$ cat src/rtl/clk_en_gen_if.sv
// clk_en_gen_if: configuration handshake bundle for clk_en_gen.
//   master : drives cfg_valid, cfg_ch, cfg_div, cfg_phase; samples cfg_ready
//   slave  : samples the request fields; drives cfg_ready
// Parameters NUM_CH and DIV_W must match the clk_en_gen instance.
interface clk_en_gen_if #(
    parameter int NUM_CH = 4,
    parameter int DIV_W  = 8
);
    localparam int CH_W = (NUM_CH > 1) ? $clog2(NUM_CH) : 1;

    logic             cfg_valid;
    logic             cfg_ready;
    logic [CH_W-1:0]  cfg_ch;
    logic [DIV_W-1:0] cfg_div;
    logic [DIV_W-1:0] cfg_phase;

    modport master (
        output cfg_valid, cfg_ch, cfg_div, cfg_phase,
        input  cfg_ready
    );

    modport slave (
        input  cfg_valid, cfg_ch, cfg_div, cfg_phase,
        output cfg_ready
    );
endinterface

$ cat src/rtl/clk_en_gen.sv
// clk_en_gen: multi-channel clock-enable generator with lock timing and
// power-down. Each channel emits a one-cycle strobe every (div+1) cycles at
// offset min(phase, div). Accepted configuration restarts lock and realigns
// every channel to a common zero.
//
// Ports:
//   clk     : sole clock
//   rst_n   : asynchronous active-low reset
//   pwrdwn  : level-sensitive power-down request
//   cfg     : clk_en_gen_if.slave (cfg_valid/cfg_ready/cfg_ch/cfg_div/cfg_phase)
//   ce      : registered per-channel enable strobes
//   locked  : registered lock indication
//
// Build option: define CLK_EN_GEN_GATE_EN to suppress ce while locked is low.
//
// state      | meaning
// -----------+---------------------------------------------------------
// ST_PWRDN   | powered down: counters held 0, ce=0, locked=0
// ST_LOCKING | lock_cnt running toward LOCK_CYCLES-1, channels running
// ST_LOCKED  | lock achieved, locked=1, channels running
module clk_en_gen #(
    parameter int NUM_CH      = 4,
    parameter int DIV_W       = 8,
    parameter int DEFAULT_DIV = 1,
    parameter int LOCK_CYCLES = 16
) (
    input  logic              clk,
    input  logic              rst_n,
    input  logic              pwrdwn,
    clk_en_gen_if.slave       cfg,
    output logic [NUM_CH-1:0] ce,
    output logic              locked
);
    localparam int LCK_W = (LOCK_CYCLES > 1) ? $clog2(LOCK_CYCLES) : 1;

    typedef enum logic [1:0] {
        ST_PWRDN   = 2'd0,
        ST_LOCKING = 2'd1,
        ST_LOCKED  = 2'd2
    } state_t;

    state_t           state;
    logic [LCK_W-1:0] lock_cnt;
    logic [DIV_W-1:0] cnt   [NUM_CH];
    logic [DIV_W-1:0] div   [NUM_CH];
    logic [DIV_W-1:0] phase [NUM_CH];
    logic [DIV_W-1:0] eff_ph[NUM_CH];
    logic [NUM_CH-1:0] match;
    logic             accept;
    logic             ch_ok;
    logic             lock_last;

    assign cfg.cfg_ready = ~pwrdwn;
    assign accept        = cfg.cfg_valid & ~pwrdwn;
    // Out-of-range channel requests complete the handshake but are dropped.
    assign ch_ok         = (int'(cfg.cfg_ch) < NUM_CH);
    assign lock_last     = (lock_cnt == LCK_W'(LOCK_CYCLES - 1));

    // Phase beyond the period is clamped to the last count of the period.
    always_comb begin
        match = '0;
        for (int i = 0; i < NUM_CH; i++) begin
            eff_ph[i] = (phase[i] > div[i]) ? div[i] : phase[i];
            match[i]  = (cnt[i] == eff_ph[i]);
        end
    end

    always_ff @(posedge clk or negedge rst_n) begin
        if (!rst_n) begin
            state    <= ST_LOCKING;
            lock_cnt <= '0;
            ce       <= '0;
            locked   <= 1'b0;
            for (int i = 0; i < NUM_CH; i++) begin
                cnt[i]   <= '0;
                div[i]   <= DIV_W'(DEFAULT_DIV);
                phase[i] <= '0;
            end
        end else if (pwrdwn) begin
            state    <= ST_PWRDN;
            lock_cnt <= '0;
            ce       <= '0;
            locked   <= 1'b0;
            for (int i = 0; i < NUM_CH; i++) cnt[i] <= '0;
        end else if ((state == ST_PWRDN) || (accept && ch_ok)) begin
            // Restart: the next cycle is LOCKING cycle 0 with all counters at 0.
            if (accept && ch_ok) begin
                div[cfg.cfg_ch]   <= cfg.cfg_div;
                phase[cfg.cfg_ch] <= cfg.cfg_phase;
            end
            state    <= ST_LOCKING;
            lock_cnt <= '0;
            ce       <= '0;
            locked   <= 1'b0;
            for (int i = 0; i < NUM_CH; i++) cnt[i] <= '0;
        end else begin
            for (int i = 0; i < NUM_CH; i++)
                cnt[i] <= (cnt[i] == div[i]) ? '0 : cnt[i] + DIV_W'(1);
`ifdef CLK_EN_GEN_GATE_EN
            // Gate with the lock value being registered on this same edge.
            ce <= match & {NUM_CH{(state == ST_LOCKED) || lock_last}};
`else
            ce <= match;
`endif
            if (state == ST_LOCKING) begin
                if (lock_last) begin
                    state  <= ST_LOCKED;
                    locked <= 1'b1;
                end else begin
                    lock_cnt <= lock_cnt + LCK_W'(1);
                end
            end else begin
                locked <= 1'b1;
            end
        end
    end
endmodule

$ cat src/flat_wrapper.sv
// flat-port wrapper written by rule: the top's interface ports become plain ports
module clk_en_gen_flat 
#(
    parameter int NUM_CH      = 4,
    parameter int DIV_W       = 8,
    parameter int DEFAULT_DIV = 1,
    parameter int LOCK_CYCLES = 16
)
  (clk, rst_n, pwrdwn, ce, locked, cfg_cfg_valid, cfg_cfg_ch, cfg_cfg_div, cfg_cfg_phase, cfg_cfg_ready);
  clk_en_gen_if #(.NUM_CH(NUM_CH), .DIV_W(DIV_W)) cfg_i ();
  input  logic clk;
  input  logic rst_n;
  input  logic pwrdwn;
  output logic [NUM_CH-1:0] ce;
  output logic locked;
  input wire logic [$bits(cfg_i.cfg_valid)-1:0] cfg_cfg_valid;
  input wire logic [$bits(cfg_i.cfg_ch)-1:0] cfg_cfg_ch;
  input wire logic [$bits(cfg_i.cfg_div)-1:0] cfg_cfg_div;
  input wire logic [$bits(cfg_i.cfg_phase)-1:0] cfg_cfg_phase;
  output wire logic [$bits(cfg_i.cfg_ready)-1:0] cfg_cfg_ready;
  assign cfg_i.cfg_valid = cfg_cfg_valid;
  assign cfg_i.cfg_ch = cfg_cfg_ch;
  assign cfg_i.cfg_div = cfg_cfg_div;
  assign cfg_i.cfg_phase = cfg_cfg_phase;
  assign cfg_cfg_ready = cfg_i.cfg_ready;
  clk_en_gen #(.NUM_CH(NUM_CH), .DIV_W(DIV_W), .DEFAULT_DIV(DEFAULT_DIV), .LOCK_CYCLES(LOCK_CYCLES)) u_core (.clk(clk), .rst_n(rst_n), .pwrdwn(pwrdwn), .cfg(cfg_i), .ce(ce), .locked(locked));
endmodule
$ cat config.mk
export PLATFORM = sky130hd
export DESIGN_NAME = clk_en_gen_flat
export DESIGN_NICKNAME = d
export VERILOG_FILES = /design/src/rtl/clk_en_gen_if.sv /design/src/rtl/clk_en_gen.sv /design/src/flat_wrapper.sv
export SDC_FILE = /design/constraint.sdc
export NUM_CORES = 1
export LEC_CHECK = 0
export ABC_AREA = 1
export CAP_MARGIN = 20
export CORE_MARGIN = 2
export CORE_UTILIZATION = 45
export CTS_CLUSTER_DIAMETER = 40
export CTS_CLUSTER_SIZE = 24
export DETAILED_ROUTE_END_ITERATION = 8
export HOLD_SLACK_MARGIN = 0.05
export SYNTH_ARGS = -nofsm -noshare
export SYNTH_HDL_FRONTEND = slang
export SYNTH_SLANG_ARGS = --single-unit
export TNS_END_PERCENT = 20
$ cat constraint.sdc
create_clock -name clk -period 2.1 [get_ports clk]
set_input_delay 0.315 -clock clk [delete_from_list [all_inputs] [get_ports clk]]
set_output_delay 0.315 -clock clk [all_outputs]
set_load 0.02 [all_outputs]
Yosys cells after proc, flatten, opt, wreduce, memory -nomap -nowiden:

Cells that the tools add are included.

* register bits after elaboration: 107
* input bits: 22
* output and inout bits: 6

* add/subtract/negate cells: 5
* magnitude comparators: 6
* equal/unequal tests: 12
* mux-type cells: 28
* bitwise logic cells: 3
* reduce and logical (&&, ||, !) cells: 8

Operators by type and width (number)
* $mux 8: 9
* $bwmux 32: 2
* $eq 8x8->1: 8
* $mux 32: 2
* $add 8x1->8 const B: 4
* $gt 8x8->1: 4
* $mux 4: 6
* $demux 8 s2: 1
* $mux 2: 4
* $reduce_bool 3->1: 2
* $add 4x1->4 const B: 1
* $eq 4x4->1 const B: 1
* $mux 1: 4
* $ne 4x2->1 const B: 1
* $reduce_and 2->1: 2
* $ge 3x3->1 const B: 1
* $lt 3x1->1 const B: 1
* $ne 3x3->1 const B: 1
* $not 2->3: 1
* $reduce_and 3->1: 1
* $eq 2x1->1 const B: 1
* $logic_not 2->1: 1
* $and 1x1->1: 1
* $logic_and 1x1->1: 1
* other kinds (2): 2

Depth between registers and ports, before layout:

* word-level depth: 6
* depth in mapped cells: 17

Worst setup path after synthesis:

OpenSTA, ideal clock, no wires.

* kind: reg-to-reg
* start point: register u_core.div[31] (netlist bit)
* end point: register u_core.ce[0]
* arrival: 1724 ps
* path slack: 305 ps
* stages on the path, launching flop included: 14
* period minus slack after synthesis: 1795 ps
* cells stage by stage: dfrtp_1 inv_1 ha_1 a21o_1 nor2_2 nand2_4 nand2_4 buf_12 nand2_1 nand3_1 nand2_1 nor2_1 nand3_1 nor2_1

* cells in the longest elaborated chain, start to end: 5

Ends and longest elaborated chain
* start: declaration: line clk_en_gen.sv:45 `logic [DIV_W-1:0] div [NUM_CH];`
* start signal: indexed assignment: line clk_en_gen.sv:76 `div[i] <= DIV_W'(DEFAULT_DIV);`
* start signal: indexed assignment: line clk_en_gen.sv:88 `div[cfg.cfg_ch] <= cfg.cfg_div;`
* $gt 8x8->1: line clk_en_gen.sv:63 `eff_ph[i] = (phase[i] > div[i]) ? div[i] : phase[i];`
* $mux 8 *: line clk_en_gen.sv:63
* $eq 8x8->1 *: line clk_en_gen.sv:64 `match[i] = (cnt[i] == eff_ph[i]);`
* $mux 4 *: line clk_en_gen.sv:85 `end else if ((state == ST_PWRDN) || (accept && ch_ok)) begin`
* $mux 4 *: line clk_en_gen.sv:79 `end else if (pwrdwn) begin`
* end signal: assignment: line clk_en_gen.sv:103 `ce <= match;`
* end: declaration: line clk_en_gen.sv:31 `output logic [NUM_CH-1:0] ce,`

Mark *: on every way between the ends. The rest lies on a longest branch, timed or not.
A chain may end at the register's enable or synchronous reset.

Final worst setup path:

Ends and elaborated chain as after synthesis.

==> impl_metrics.py <==
metrics = {
    "sta": {
        "period_minus_slack_ns": 2.02,
        "rsz0062_at_grt": "yes",
        "report.final.hold_viol_count": 0,
        "setup_viol": 0,
        "fin_skew_ns": 0.00574,
        "report.final.slew_viol_count": 0,
        "worst_slew_pin_slew_ns": 0.561,
        "slew_headroom": 0.623,
        "hold-worst-slack_ns": 0.436,
        "fmax_mhz": 496,
        "fin_crit_sh": 0.961,
    },
    "die": {
        "pin_count": 28,
        "design.die.area_um2": 15600,
        "die_y_um": 125,
        "die_x_um": 125,
        "coreArea_um2": 14400,
        "start_util": 0.457,
        "rows": 44,
    },
    "critical_path": {
        "slowest_stage": "dfrtp_1",
        "critPathMaxStageDelay_ns": 0.42,
        "cp.required_ns": 2.39,
        "rr_worst_depth": 13,
        "startpoint_type": "register",
        "r2r_start": "u_core.div[31]$_DFFE_PN0P_",
        "setup.worst_path.end": "u_core.ce[0]$_DFF_PN0_",
        "startpoint": "u_core.div[31]$_DFFE_PN0P_",
        "cp_top_family": "simple AND/OR/NAND/NOR gates",
        "r2r_setup_slack_ns": 0.08,
        "crit_type": "reg -> reg",
        "crit_buf_inv": 2,
        "path_cells": "inv_2 -> ha_4 -> a21o_1 -> nor2_2 -> nand2_4 -> buf_6 -> nand3_2 -> nand2_1 -> nand2_1 -> nand2_1 -> nor2_1 -> nand3_1 -> nor2_2",
        "r2r_end": "u_core.ce[0]$_DFF_PN0_",
        "critPathArrivalTime_ns": 2.31,
        "crit_top_cell": "nand2_1",
        "crit_path_end_kind": "register",
        "crit_cells": 13,
        "worst-path-max-fanout": 7,
    },
    "clocking": {
        "clockBufferDepth": 2,
        "root_buffer": "clkbuf_16",
        "cts_buffers": 9,
        "cts.sinks": 107,
        "clk_latency_ns": 0.36,
        "cts.clk_slew.worst_paths_ns": 0.07,
        "cts.htree.levels": 3,
        "cts_tree": "yes",
    },
    "yosys": {
        "yosys_warnings": 0,
        "syn_area_um2": 6600,
        "synth_seq_cells": 107,
        "synthCells": 839,
        "synth_cell_type_count": 38,
        "synth_area_per_cell_um2": 7.86,
        "ys.flop_type": "dfrtp_1",
        "synth_edf_count": 0,
        "syn-num-nets": 898,
        "synth-seq-area-share": 0.407,
        "postSynth.asyncResetShare": 1.00,
    },
    "pwr": {
        "irDropWorstVdd_mv": 0.518,
        "power.density_nw_per_um2": 920,
        "leakage_nw": 3.78,
    },
    "final_layout": {
        "n_antenna_cell": 0,
        "drive_above_1_share": 0.146,
        "syn2layout_area_growth_pct": 19.1,
        "final_util": 0.545,
        "n_fill_cell": 1350,
        "layout.nets": 970,
    },
    "routing": {
        "wl_per_cell_um": 14.4,
        "drc": 0,
        "drtIter0Drc": 385,
        "drt_wl_total_um": 15800,
        "via_per_inst": 5.10,
        "routed-via-count": 5606,
        "ant_nets": 0,
        "dr.pass1.iters": 5,
    },
    "job": {
        "maxCapViolCount": 0,
    },
    "placement": {
        "gp_congestion": 0.927,
        "port_buffers": 27,
        "hpwl_um": 11500,
    },
    "hold_path": {
        "hp-class": "in -> async",
    },
    "grt": {
        "grt_pass1_vias": 5332,
        "grtUsageMet3": 0.0274,
        "overflow": 0,
        "grtUsageMet1": 0.286,
        "antenna_found_initial": 0,
        "grt_pass1_wl_um": 26100,
        "grt_max_degree": 42,
        "busiest_layer": "met2",
        "use_met2": 0.339,
        "track_usage": 0.207,
    },
    "status": {
        "status": "finished, final reports clean",
    },
}
==> synthesized netlist by cell type, types with 3 or more instances <==
cell type | count | share of area
nand2_2 | 13 | 0.012
o21ai_0 | 69 | 0.052
nand3_1 | 73 | 0.055
nor2_2 | 3 | 0.0028
xor2_1 | 20 | 0.027
nand4_1 | 7 | 0.0066
clkbuf_1 | 11 | 0.0063
nor3_1 | 7 | 0.0053
nor2_4 | 4 | 0.0068
nor3b_1 | 7 | 0.0080
inv_1 | 115 | 0.065
nand2_1 | 214 | 0.12
nand4_4 | 3 | 0.0097
xnor2_1 | 25 | 0.033
nor4_1 | 3 | 0.0028
nand2_4 | 6 | 0.010
o21ai_1 | 3 | 0.0023
o21ai_2 | 6 | 0.0080
ha_1 | 37 | 0.070
a21oi_1 | 20 | 0.015
inv_2 | 3 | 0.0017
o211ai_1 | 7 | 0.0080
dfstp_2 | 5 | 0.020
a21o_1 | 3 | 0.0034
nor2_1 | 57 | 0.032
dfrtp_1 | 102 | 0.39
==> per-stage QoR <==
| step | TNS (ns) | cell area (µm²) | power [mW] | setup WS, ns | cells |
|---|---|---|---|---|---|
| floorplan | 0 | 6600 | 4.57 | 0.305 | 839 |
| CTS | 0 | 7490 | 6.82 | 0.0258 | 1073 |
| global placement | 0 | 7180 | 5.05 | 0.0185 | 1056 |
| global route | -0.0822 | 7850 | 7.78 | -0.0613 | 1100 |
| detailed placement | -0.00929 | 7180 | 5.11 | -0.00929 | 1056 |
| finish | 0 | 7850 | 7.22 | 0.0823 | 1100 |
==> layout make-up <==
cell class / count / area, µm² / share of cell area
Sequential cell: 107 / 2690 / 0.342
Timing Repair Buffer: 76 / 683 / 0.0870
Inverter: 118 / 443 / 0.0564
Clock inverter: 6 / 48.8 / 0.00621
Multi-Input combinational cell: 599 / 3520 / 0.449
Tap cell: 184 / 230 / 0.0293
Clock buffer: 10 / 239 / 0.0304
==> how the worst min path moves through the flow <==
stage | start | to | cells past startpoint
after global routing | rst_n | u_core.phase[30]$_DFFE_PN0P_ | 2
after floorplan | rst_n | u_core.ce[0]$_DFF_PN0_ | 0
final | rst_n | u_core.cnt[25]$_DFF_PN0_ | 2
after CTS | rst_n | u_core.phase[30]$_DFFE_PN0P_ | 2
after detailed placement | rst_n | u_core.cnt[25]$_DFF_PN0_ | 1
after global placement | rst_n | u_core.cnt[25]$_DFF_PN0_ | 1
==> layer usage <==
layer / part of all wire / vias up
met5: 0 / -
met4: 0.021 / 0
met3: 0.039 / 28
met2: 0.47 / 125
met1: 0.47 / 2617
li1: - / 2836
==> layout by cell type, fill, tap and decap left out, types with 6 or more instances in the layout <==
master	Yosys	routed
a21oi_1	20	19
buf_4	1	44
clkbuf_16	0	9
clkdlybuf4s50_1	0	26
dfrtp_1	102	100
ha_1	37	32
inv_1	115	111
inv_2	3	7
nand2_1	214	211
nand2_2	13	15
nand3_1	73	71
nand4_1	7	7
nor2_1	57	54
nor2_4	4	6
nor3_1	7	7
nor3b_1	7	7
o211ai_1	7	7
o21ai_0	69	69
o21ai_2	6	6
xnor2_1	25	25
xor2_1	20	20
==> repair_timing <==
| item | in CTS | in global routing |
|---|---|---|
| endpoints found under the setup margin | 1 | 4 |
| resized for setup | 2 | 30 |
| endpoints found under the hold margin | 27 | 0 |
| buffers inserted | 0 | 25 |
| cloned | 0 | 2 |
| hold buffers | 1 | 0 |
| pin swaps | 1 | 9 |
==> worst reg2reg max path: cells and delay by family, from the launching register on <==
kind	cells	cell delay, ns
compound gates	1	0.18
fa+ha+maj	1	0.21
buf+inv	2	0.28
flops	1	0.42
simple gates	9	0.86
==> state kept, by name (all words and copies together) (netlist names) <==
register	flops
u_core.cnt	32
u_core.state	2
u_core.div	32
u_core.locked	1
u_core.phase	32
u_core.lock_cnt	4
u_core.ce	4
==> kinds of logic after synthesis <==
logic type	share of synthesized area
and+or+nand+nor	0.282
adders and majority gates	0.0702
xor gates and xnor gates	0.0597
AOI/OAI and AO/OA	0.0967
DFF	0.407
buffers and inverters	0.0840
==> power by group <==
group | internal (mW) | switching (mW)
logic | 1.25 | 1.71
registers | 2.33 | 0.261
clock network | 0.851 | 0.814
No activity file was read; power rests on OpenSTA's default activity.
